===== src/rtl/regfile_port_ctrl_if.sv =====
// ---------------------------------------------------------------------------
// regfile_port_ctrl_if
//   Bundles every non-clock signal of the register file port controller:
//   the decode issue handshake, the register file read/write ports, the
//   operand handshake to execute, the writeback input and status outputs.
//
//   modport slave  : the controller (regfile_port_ctrl)
//   modport master : the surrounding pipeline / register file
//
//   issue_*        decode -> controller instruction handshake
//   rf_src_addr_*  controller -> register file read addresses
//   rf_data_*      register file -> controller read data
//   op_*           controller -> execute operand handshake
//   wb_*           writeback stage -> controller
//   rf_write_*     controller -> register file write port
//   rf_dest_addr   controller -> register file write address
//   busy           per-register pending-write scoreboard
//   wb_error       sticky illegal-writeback flag
// ---------------------------------------------------------------------------
interface regfile_port_ctrl_if #(
   parameter int BIT_NUMBER      = 64,
   parameter int ADDR_NUMBER     = 5,
   parameter int REGISTER_NUMBER = 16
);
   logic                       issue_valid;
   logic                       issue_ready;
   logic [ADDR_NUMBER-1:0]     issue_src1;
   logic [ADDR_NUMBER-1:0]     issue_src2;
   logic [ADDR_NUMBER-1:0]     issue_dest;
   logic                       issue_has_dest;

   logic [ADDR_NUMBER-1:0]     rf_src_addr_1;
   logic [ADDR_NUMBER-1:0]     rf_src_addr_2;
   logic [BIT_NUMBER-1:0]      rf_data_1;
   logic [BIT_NUMBER-1:0]      rf_data_2;

   logic                       op_valid;
   logic                       op_ready;
   logic [BIT_NUMBER-1:0]      op_a;
   logic [BIT_NUMBER-1:0]      op_b;
   logic [ADDR_NUMBER-1:0]     op_dest;
   logic                       op_has_dest;

   logic                       wb_valid;
   logic [ADDR_NUMBER-1:0]     wb_dest;
   logic [BIT_NUMBER-1:0]      wb_data;

   logic                       rf_write_enable;
   logic [ADDR_NUMBER-1:0]     rf_dest_addr;
   logic [BIT_NUMBER-1:0]      rf_write_data;

   logic [REGISTER_NUMBER-1:0] busy;
   logic                       wb_error;

   modport slave (
      input  issue_valid, issue_src1, issue_src2, issue_dest, issue_has_dest,
      output issue_ready,
      output rf_src_addr_1, rf_src_addr_2,
      input  rf_data_1, rf_data_2,
      output op_valid, op_a, op_b, op_dest, op_has_dest,
      input  op_ready,
      input  wb_valid, wb_dest, wb_data,
      output rf_write_enable, rf_dest_addr, rf_write_data,
      output busy, wb_error
   );

   modport master (
      output issue_valid, issue_src1, issue_src2, issue_dest, issue_has_dest,
      input  issue_ready,
      input  rf_src_addr_1, rf_src_addr_2,
      output rf_data_1, rf_data_2,
      input  op_valid, op_a, op_b, op_dest, op_has_dest,
      output op_ready,
      output wb_valid, wb_dest, wb_data,
      input  rf_write_enable, rf_dest_addr, rf_write_data,
      input  busy, wb_error
   );
endinterface


===== src/rtl/regfile_port_ctrl.sv =====
// ---------------------------------------------------------------------------
// regfile_port_ctrl
//   Initiator side of the register file. Accepts decoded instructions, reads
//   their source operands from the register file and hands them to execute.
//   Forwards writeback results to the register file write port. A busy bit per
//   register blocks RAW and WAW hazards until the pending writeback retires.
//
//   clk    : clock, all state changes on posedge
//   reset  : synchronous, active-high; drops any in-flight op and pending
//            writebacks, clears busy and wb_error
//   bus    : regfile_port_ctrl_if.slave (issue, rf read, operand, writeback,
//            rf write, busy, wb_error)
// ---------------------------------------------------------------------------
module regfile_port_ctrl #(
   parameter int BIT_NUMBER      = 64,
   parameter int ADDR_NUMBER     = 5,
   parameter int REGISTER_NUMBER = 16
) (
   input  logic                 clk,
   input  logic                 reset,
   regfile_port_ctrl_if.slave   bus
);

   typedef enum logic [1:0] {
      IDLE = 2'd0,
      READ = 2'd1,
      HOLD = 2'd2
   } state_t;

   localparam logic [ADDR_NUMBER:0] REG_LIMIT = (ADDR_NUMBER+1)'(REGISTER_NUMBER);

   function automatic logic in_range(input logic [ADDR_NUMBER-1:0] addr);
      return {1'b0, addr} < REG_LIMIT;
   endfunction

   // Out-of-range addresses match no bit, so they never look busy.
   function automatic logic busy_bit(input logic [REGISTER_NUMBER-1:0] vec,
                                     input logic [ADDR_NUMBER-1:0]     addr);
      logic hit;
      hit = 1'b0;
      for (int i = 0; i < REGISTER_NUMBER; i++) begin
         if (addr == ADDR_NUMBER'(i)) hit = vec[i];
      end
      return hit;
   endfunction

   state_t                     state;
   state_t                     state_next;
   logic [REGISTER_NUMBER-1:0] busy_q;
   logic [REGISTER_NUMBER-1:0] busy_next;
   logic                       wb_error_q;
   logic [ADDR_NUMBER-1:0]     src1_q;
   logic [ADDR_NUMBER-1:0]     src2_q;
   logic [ADDR_NUMBER-1:0]     dest_q;
   logic                       has_dest_q;
   logic                       we_q;
   logic [ADDR_NUMBER-1:0]     waddr_q;
   logic [BIT_NUMBER-1:0]      wdata_q;

   logic                       eff_has_dest;
   logic                       hazard;
   logic                       issue_ready;
   logic                       issue_fire;
   logic                       op_valid;
   logic                       wb_bad;

   assign eff_has_dest = bus.issue_has_dest & in_range(bus.issue_dest);
   assign hazard       = busy_bit(busy_q, bus.issue_src1)
                       | busy_bit(busy_q, bus.issue_src2)
                       | (eff_has_dest & busy_bit(busy_q, bus.issue_dest));
   assign issue_fire   = issue_ready & bus.issue_valid;
   assign wb_bad       = bus.wb_valid
                       & (~in_range(bus.wb_dest) | ~busy_bit(busy_q, bus.wb_dest));

   always_ff @(posedge clk) begin
      if (reset) state <= IDLE;
      else       state <= state_next;
   end

   always_comb begin
      state_next  = state;
      issue_ready = 1'b0;
      op_valid    = 1'b0;
      case (state)
         IDLE: begin
            issue_ready = ~hazard;
            if (bus.issue_valid && !hazard) state_next = READ;
         end
         // The register file samples the latched addresses at the edge
         // closing this state; its data is valid from then on.
         READ: state_next = HOLD;
         HOLD: begin
            op_valid = 1'b1;
            if (bus.op_ready) state_next = IDLE;
         end
         default: state_next = IDLE;
      endcase
   end

   // A writeback and an issue never target the same bit in one cycle: the
   // WAW check keeps the issue out while that register is still busy.
   always_comb begin
      busy_next = busy_q;
      for (int i = 0; i < REGISTER_NUMBER; i++) begin
         if (bus.wb_valid && bus.wb_dest == ADDR_NUMBER'(i)) busy_next[i] = 1'b0;
         if (issue_fire && eff_has_dest && bus.issue_dest == ADDR_NUMBER'(i))
            busy_next[i] = 1'b1;
      end
   end

   always_ff @(posedge clk) begin
      if (reset) begin
         busy_q     <= '0;
         wb_error_q <= 1'b0;
         src1_q     <= '0;
         src2_q     <= '0;
         dest_q     <= '0;
         has_dest_q <= 1'b0;
         we_q       <= 1'b0;
         waddr_q    <= '0;
         wdata_q    <= '0;
      end else begin
         busy_q <= busy_next;
         if (wb_bad) wb_error_q <= 1'b1;
         if (issue_fire) begin
            src1_q     <= bus.issue_src1;
            src2_q     <= bus.issue_src2;
            dest_q     <= bus.issue_dest;
            has_dest_q <= eff_has_dest;
         end
         // The register file commits on the following negedge, so a read
         // issued right after this writeback already sees the new value.
         we_q <= bus.wb_valid & in_range(bus.wb_dest);
         if (bus.wb_valid) begin
            waddr_q <= bus.wb_dest;
            wdata_q <= bus.wb_data;
         end
      end
   end

   assign bus.issue_ready     = issue_ready;
   assign bus.rf_src_addr_1   = src1_q;
   assign bus.rf_src_addr_2   = src2_q;
   assign bus.op_valid        = op_valid;
   // Sources are not busy and addresses are held, so rf_data stays stable in HOLD.
   assign bus.op_a            = (op_valid && in_range(src1_q)) ? bus.rf_data_1 : '0;
   assign bus.op_b            = (op_valid && in_range(src2_q)) ? bus.rf_data_2 : '0;
   assign bus.op_dest         = dest_q;
   assign bus.op_has_dest     = has_dest_q;
   assign bus.rf_write_enable = we_q;
   assign bus.rf_dest_addr    = waddr_q;
   assign bus.rf_write_data   = wdata_q;
   assign bus.busy            = busy_q;
   assign bus.wb_error        = wb_error_q;

endmodule


===== src/flat_wrapper.sv =====
// flat-port wrapper written by rule: the top's interface ports become plain ports
module regfile_port_ctrl_flat 
#(
   parameter int BIT_NUMBER      = 64,
   parameter int ADDR_NUMBER     = 5,
   parameter int REGISTER_NUMBER = 16
)
  (clk, reset, bus_issue_valid, bus_issue_src1, bus_issue_src2, bus_issue_dest, bus_issue_has_dest, bus_issue_ready, bus_rf_src_addr_1, bus_rf_src_addr_2, bus_rf_data_1, bus_rf_data_2, bus_op_valid, bus_op_a, bus_op_b, bus_op_dest, bus_op_has_dest, bus_op_ready, bus_wb_valid, bus_wb_dest, bus_wb_data, bus_rf_write_enable, bus_rf_dest_addr, bus_rf_write_data, bus_busy, bus_wb_error);
  regfile_port_ctrl_if #(.BIT_NUMBER(BIT_NUMBER), .ADDR_NUMBER(ADDR_NUMBER), .REGISTER_NUMBER(REGISTER_NUMBER)) bus_i ();
  input  logic clk;
  input  logic reset;
  input wire logic [$bits(bus_i.issue_valid)-1:0] bus_issue_valid;
  input wire logic [$bits(bus_i.issue_src1)-1:0] bus_issue_src1;
  input wire logic [$bits(bus_i.issue_src2)-1:0] bus_issue_src2;
  input wire logic [$bits(bus_i.issue_dest)-1:0] bus_issue_dest;
  input wire logic [$bits(bus_i.issue_has_dest)-1:0] bus_issue_has_dest;
  output wire logic [$bits(bus_i.issue_ready)-1:0] bus_issue_ready;
  output wire logic [$bits(bus_i.rf_src_addr_1)-1:0] bus_rf_src_addr_1;
  output wire logic [$bits(bus_i.rf_src_addr_2)-1:0] bus_rf_src_addr_2;
  input wire logic [$bits(bus_i.rf_data_1)-1:0] bus_rf_data_1;
  input wire logic [$bits(bus_i.rf_data_2)-1:0] bus_rf_data_2;
  output wire logic [$bits(bus_i.op_valid)-1:0] bus_op_valid;
  output wire logic [$bits(bus_i.op_a)-1:0] bus_op_a;
  output wire logic [$bits(bus_i.op_b)-1:0] bus_op_b;
  output wire logic [$bits(bus_i.op_dest)-1:0] bus_op_dest;
  output wire logic [$bits(bus_i.op_has_dest)-1:0] bus_op_has_dest;
  input wire logic [$bits(bus_i.op_ready)-1:0] bus_op_ready;
  input wire logic [$bits(bus_i.wb_valid)-1:0] bus_wb_valid;
  input wire logic [$bits(bus_i.wb_dest)-1:0] bus_wb_dest;
  input wire logic [$bits(bus_i.wb_data)-1:0] bus_wb_data;
  output wire logic [$bits(bus_i.rf_write_enable)-1:0] bus_rf_write_enable;
  output wire logic [$bits(bus_i.rf_dest_addr)-1:0] bus_rf_dest_addr;
  output wire logic [$bits(bus_i.rf_write_data)-1:0] bus_rf_write_data;
  output wire logic [$bits(bus_i.busy)-1:0] bus_busy;
  output wire logic [$bits(bus_i.wb_error)-1:0] bus_wb_error;
  assign bus_i.issue_valid = bus_issue_valid;
  assign bus_i.issue_src1 = bus_issue_src1;
  assign bus_i.issue_src2 = bus_issue_src2;
  assign bus_i.issue_dest = bus_issue_dest;
  assign bus_i.issue_has_dest = bus_issue_has_dest;
  assign bus_issue_ready = bus_i.issue_ready;
  assign bus_rf_src_addr_1 = bus_i.rf_src_addr_1;
  assign bus_rf_src_addr_2 = bus_i.rf_src_addr_2;
  assign bus_i.rf_data_1 = bus_rf_data_1;
  assign bus_i.rf_data_2 = bus_rf_data_2;
  assign bus_op_valid = bus_i.op_valid;
  assign bus_op_a = bus_i.op_a;
  assign bus_op_b = bus_i.op_b;
  assign bus_op_dest = bus_i.op_dest;
  assign bus_op_has_dest = bus_i.op_has_dest;
  assign bus_i.op_ready = bus_op_ready;
  assign bus_i.wb_valid = bus_wb_valid;
  assign bus_i.wb_dest = bus_wb_dest;
  assign bus_i.wb_data = bus_wb_data;
  assign bus_rf_write_enable = bus_i.rf_write_enable;
  assign bus_rf_dest_addr = bus_i.rf_dest_addr;
  assign bus_rf_write_data = bus_i.rf_write_data;
  assign bus_busy = bus_i.busy;
  assign bus_wb_error = bus_i.wb_error;
  regfile_port_ctrl #(.BIT_NUMBER(BIT_NUMBER), .ADDR_NUMBER(ADDR_NUMBER), .REGISTER_NUMBER(REGISTER_NUMBER)) u_core (.clk(clk), .reset(reset), .bus(bus_i));
endmodule

===== config.mk =====
export PLATFORM = sky130hd
export DESIGN_NAME = regfile_port_ctrl_flat
export DESIGN_NICKNAME = d
export VERILOG_FILES = /design/src/rtl/regfile_port_ctrl_if.sv /design/src/rtl/regfile_port_ctrl.sv /design/src/flat_wrapper.sv
export SDC_FILE = /design/constraint.sdc
export NUM_CORES = 1
export LEC_CHECK = 0
export ABC_AREA = 1
export BUFFER_PORTS_ARGS = -buffer_cell sky130_fd_sc_hd__buf_2
export CAP_MARGIN = 20
export CORE_AREA = 4 4 172 174
export CTS_CLUSTER_DIAMETER = 150
export DETAILED_ROUTE_END_ITERATION = 8
export DIE_AREA = 0 0 176 178
export GPL_TIMING_DRIVEN = 0
export SLEW_MARGIN = 20
export SYNTH_ARGS = -nofsm -noshare
export SYNTH_HDL_FRONTEND = slang
export SYNTH_SLANG_ARGS = --single-unit

===== constraint.sdc =====
create_clock -name clk -period 2.6 [get_ports clk]
set_input_delay 0.52 -clock clk [delete_from_list [all_inputs] [get_ports clk]]
set_output_delay 0.52 -clock clk [all_outputs]
set_load 0.1 [all_outputs]

After elaboration in Yosys (flattened, before gate mapping)
Index checks and enable logic that the tools add are counted.

Register bits after elaboration: 105. Input port bits: 218. Output and inout bits: 233. Logic and storage cells: 266.

Order comparisons: 4. Equal/unequal tests: 64. Muxes and demuxes: 103. Bitwise logic cells: 11. Reduce and logical (&&, ||, !) cells: 59.

Operators by type and width (count): $eq 5x4->1 const B (32); $mux 64 (2); $mux 1 (98); $eq 5x3->1 const B (16); $eq 5x2->1 const B (8); $logic_and 1x1->1 (36); $reduce_bool 2->1 (16); $eq 5x1->1 const B (4); $logic_not 5->1 (4); $lt 5x5->1 const B (4); $pmux 2 s3 (1); $and 1x1->1 (5); $mux 2 (2); $not 1->1 (3); $or 1x1->1 (3); $eq 2x1->1 const B (1); $eq 2x2->1 const B (1); $logic_not 2->1 (1); $ne 2x1->1 const B (1); $ne 2x2->1 const B (1); $reduce_and 2->1 (1); $logic_not 1->1 (1).

Depth between registers and ports, before layout
Depth in word-level cells: 25. Gate-level depth with buffers: 21. Depth with buffers taken out: 19.

Worst setup path after synthesis
Ideal clock, no wire load.

Path type: register to output. From: reg u_core.state[1]. To: out bus_op_a[10]. Data arrival time: 3742 ps. Data required time: 2080 ps. Path slack: -1662 ps. Cell stages (with the launch flop): 6. Path buffers: 1. Cell sequence: dfxtp_1 inv_1 nor2_1 nand2_1 clkbuf_1 nor2_1.

Longest elaborated chain between the ends: 4.

RTL lines: start, declared (RTL line regfile_port_ctrl.sv:47) `state_t state;`; start signal, assigned (RTL line regfile_port_ctrl.sv:77) `else state <= state_next;`; $eq 2x2->1 (RTL line regfile_port_ctrl.sv:84) `case (state)`; $mux 1 (RTL line regfile_port_ctrl.sv:84); named net bus_op_valid (RTL line flat_wrapper.sv:22) `output wire logic [$bits(bus_i.op_valid)-1:0] bus_op_valid;`; $logic_and 1x1->1 (RTL line regfile_port_ctrl.sv:146) `assign bus.op_a = (op_valid && in_range(src1_q)) ? bus.rf_data_1 : '0;`; $mux 64 (RTL line regfile_port_ctrl.sv:146); end, declared (RTL line flat_wrapper.sv:23) `output wire logic [$bits(bus_i.op_a)-1:0] bus_op_a;`.

The timed path passes the listed nets, and every way through them passes these cells.

Worst setup path after layout
From: reg u_core.state[1]. To: out bus_op_b[35].

Longest elaborated chain between the ends: 4.

RTL lines: $eq 2x2->1 (RTL line regfile_port_ctrl.sv:84); $mux 1 (RTL line regfile_port_ctrl.sv:84); $logic_and 1x1->1 (RTL line regfile_port_ctrl.sv:147) `assign bus.op_b = (op_valid && in_range(src2_q)) ? bus.rf_data_2 : '0;`; $mux 64 (RTL line regfile_port_ctrl.sv:147); end, declared (RTL line flat_wrapper.sv:24) `output wire logic [$bits(bus_i.op_b)-1:0] bus_op_b;`.

No other way between the ends.

==> results.py <==
metrics = {
    "clock_tree": {
        "htreeDepth": 3,
        "cts_max_path_buffers": 2,
        "clk_pin_slew_worst_paths_ns": 0.08,
        "cts_buffers": 9,
        "cts.sinks": 105,
        "cts_tree": "built",
        "insertion_delay_ns": 0.35,
        "cts-root-buf": "clkbuf_16",
    },
    "synthesis": {
        "synth_fp_nets": 1192,
        "synth_cells": 974,
        "netlist_area_sq_mm": 0.005763,
        "synth_area_per_cell_sq_um": 5.917,
        "ys_seq_area_share_pct": 36.47,
        "synth_cell_type_count": 29,
        "yosys_warnings": 0,
        "ys_seq_elements": 105,
    },
    "timing": {
        "slew_headroom_pct": 51.22,
        "hold_viol": 0,
        "slew_viol_final": 0,
        "fin_ws_ns": 0.07914,
        "final.setup_skew_ns": 0.009901,
        "min_period_ns": 2.521,
        "period_share_pct": 96.96,
        "max_freq_mhz": 396.7,
        "setup_viol": 0,
        "worst_pin_slew_ns": 0.7317,
        "rsz0062_at_grt": "true",
        "holdWs_ns": 0.3812,
    },
    "floorplanning": {
        "io_pins": 451,
        "die_h_microns": 178,
        "core_sq_mm": 0.02778,
        "initial_core_util_pct": 20.74,
        "die_area_sq_mm": 0.03133,
        "die_w_microns": 176,
        "num_rows": 61,
    },
    "worst_setup_path": {
        "crit_path_cell_trace": "inv_1 > nor2_4 > nand2_2 > buf_1 > nor2_1 > buf_6",
        "path_buf_inv": 3,
        "endpoint_kind": "output pin",
        "cpMaxStageDelayCell": "dfxtp_1",
        "path_delay_family": "simple AND/OR/NAND/NOR gates",
        "worstPathArrival_ns": 2.00,
        "cp.required_ns": 2.08,
        "startpoint_type": "register",
        "slowest_delay_ns": 0.37,
        "crit_type": "reg2out",
        "cp_max_fo": 10,
    },
    "placed_design": {
        "hpwl_microns": 29300,
        "portBuffers": 447,
        "place_ws_ns": -0.3101,
        "gp_congestion": 0.8979,
    },
    "global_route": {
        "grt_pass1_vias": 7486,
        "grt_use_met1_pct": 23.50,
        "grt_usage_pct": 20.08,
        "use_met2_pct": 33.77,
        "overflow": 0,
        "grtUsageMet3_pct": 8.563,
        "grt_antenna_before_repair": 12,
        "grt_start_max_net_pins": 20,
        "gr-max-usage-layer": "met2",
        "grt_pass1_wl_microns": 46980,
    },
    "min_path": {
        "hold_path_class": "in2reg",
    },
    "detailed_routing": {
        "vias": 7798,
        "drt-pass1-iter-count": 5,
        "totalWireLength_microns": 33960,
        "postRouteAntennaNets": 0,
        "routedWlPerCell_microns": 18.61,
        "viasPerCell": 4.273,
        "drt_iter0_drc": 528,
        "drc": 0,
    },
    "cells_and_area": {
        "finalNetCount": 1653,
        "drive_gt1_share_pct": 37.57,
        "areaGrowthSynthToFinish_pct": 63.63,
    },
    "power_and_ir_drop": {
        "p_leak_nw": 5.314,
        "powerDensity_mw_per_mm2": 602.9,
        "vdd_drop_max_mv": 0.3440,
    },
    "job": {
        "maxCapViolCount": 0,
    },
    "outcome": {
        "outcome": "completed",
    },
}
layout make-up:
class | count | area [sq um]
Fill cell | 3142 | 18350
Multi-Input combinational cell | 623 | 2844
Timing Repair Buffer | 450 | 2696
Sequential cell | 105 | 2112
Inverter | 201 | 764.5
Tap cell | 378 | 473.0
Clock buffer | 9 | 225.2
Buffer | 45 | 209.0
Clock inverter | 7 | 88.84
Antenna cell | 7 | 17.52
repair_timing:
item                                    in CTS  in global routing
cloned                                       0                  0
hold endpoints to repair                     0                  0
buffers inserted                             2                  1
resized for setup                          155                 37
hold buffers                                 0                  0
endpoints found under the setup margin     122                 35
pin swaps                                    3                  6
per-stage QoR:
step,power (mW),std cells,instance area (sq um),setup TNS (ns),utilization (%)
final,5.686,1825,9430,0,33.94
after floorplan,3.587,974,5851,-76.60,-
after CTS,5.715,1817,9299,0,33.47
after detailed placement,4.152,1799,8561,-1.553,30.81
after global placement,4.142,1799,8561,-1.154,30.81
after global routing,5.917,1821,9420,-0.1620,33.91
worst paths after layout:
kind,depth (start not counted),start,slack [ns],endpoint
max,6,u_core.state[1],0.08,bus_op_b[35]
min reg2reg,2,u_core.bus.op_has_dest,0.47,u_core.bus.op_has_dest
min,3,bus_wb_data[52],0.38,u_core.bus.rf_write_data[52]
max reg2reg,13,u_core.bus.busy[7],0.51,u_core.bus.busy[5]
state kept, by name (all words and copies together) (netlist names):
register                    flops
u_core.bus.op_dest              5
u_core.state                    2
u_core.bus.wb_error             1
u_core.bus.op_has_dest          1
u_core.bus.rf_write_enable      1
u_core.bus.rf_dest_addr         5
u_core.bus.rf_src_addr_1        5
u_core.bus.rf_src_addr_2        5
u_core.bus.rf_write_data       64
u_core.bus.busy                16
worst register-to-register path: cells and delay by family, from the launching register on:
kind | cells | cell delay (ns)
AOI/OAI and AO/OA | 4 | 0.46
buffers and inverters | 3 | 0.49
DFF | 1 | 0.38
and+or+nand+nor | 6 | 0.70
per-layer routing:
metal  wire length [microns]  vias to the layer above
li1                        -                     3836
met1                   13120                     3504
met2                   15940                      412
met3                    3952                       40
met4                     913                        6
met5                      34                        -
cell families (layout without fill, tap and decap cells):
group	Yosys count	count (layout)	synth area share, %
other cells	0	7	0
simple gates	489	489	34.89
flops	105	105	36.47
buf+inv	246	712	16.52
compound gates	134	134	12.11
cells in the mapped netlist:
master	count	area, sq um
nor2_1	371	1393
inv_1	195	732.0
dfxtp_1	105	2102
o21ai_0	88	440.4
nand2_1	54	202.7
clkbuf_1	36	135.1
a21oi_1	20	100.1
nand3_1	19	95.09
o21ai_1	16	80.08
nor2_2	13	81.33
nand4_1	12	75.07
nor3_1	7	35.03
inv_2	6	22.52
nand2_2	6	37.54
buf_1	3	11.26
buf_6	3	33.78
a31oi_1	2	12.51
buf_2	2	10.01
nand3_2	2	20.02
nor2_4	2	22.52
o2111ai_1	2	17.52
o221ai_1	2	17.52
o22ai_1	2	12.51
buf_4	1	7.510
nand2_4	1	11.26
nand4_4	1	21.27
nor3_4	1	16.27
o211a_1	1	10.01
o211ai_1	1	7.510
placed cells by master, fill, tap and decap left out, types with 9 or more instances in the layout:
cell type,instances
buf_6,33
buf_4,99
clkbuf_1,31
a21oi_1,20
inv_1,193
dfxtp_1,99
o21ai_1,16
nor2_4,14
nand2_1,51
buf_2,323
nor2_2,22
o21ai_0,88
nor2_1,350
nand4_1,12
nand3_1,19
clkbuf_16,9
power by group:
| group | total, mW | leakage [nW] | internal [mW] | switching, mW |
|---|---|---|---|---|
| combinational | 2.44 | 4.29 | 0.465 | 1.97 |
| sequential | 1.77 | 0.871 | 1.71 | 0.0589 |
| clock | 1.47 | 0.155 | 0.770 | 0.705 |
| total | 5.69 | 5.31 | 2.95 | 2.74 |
Note: power is estimated with default switching activity, not from simulation.
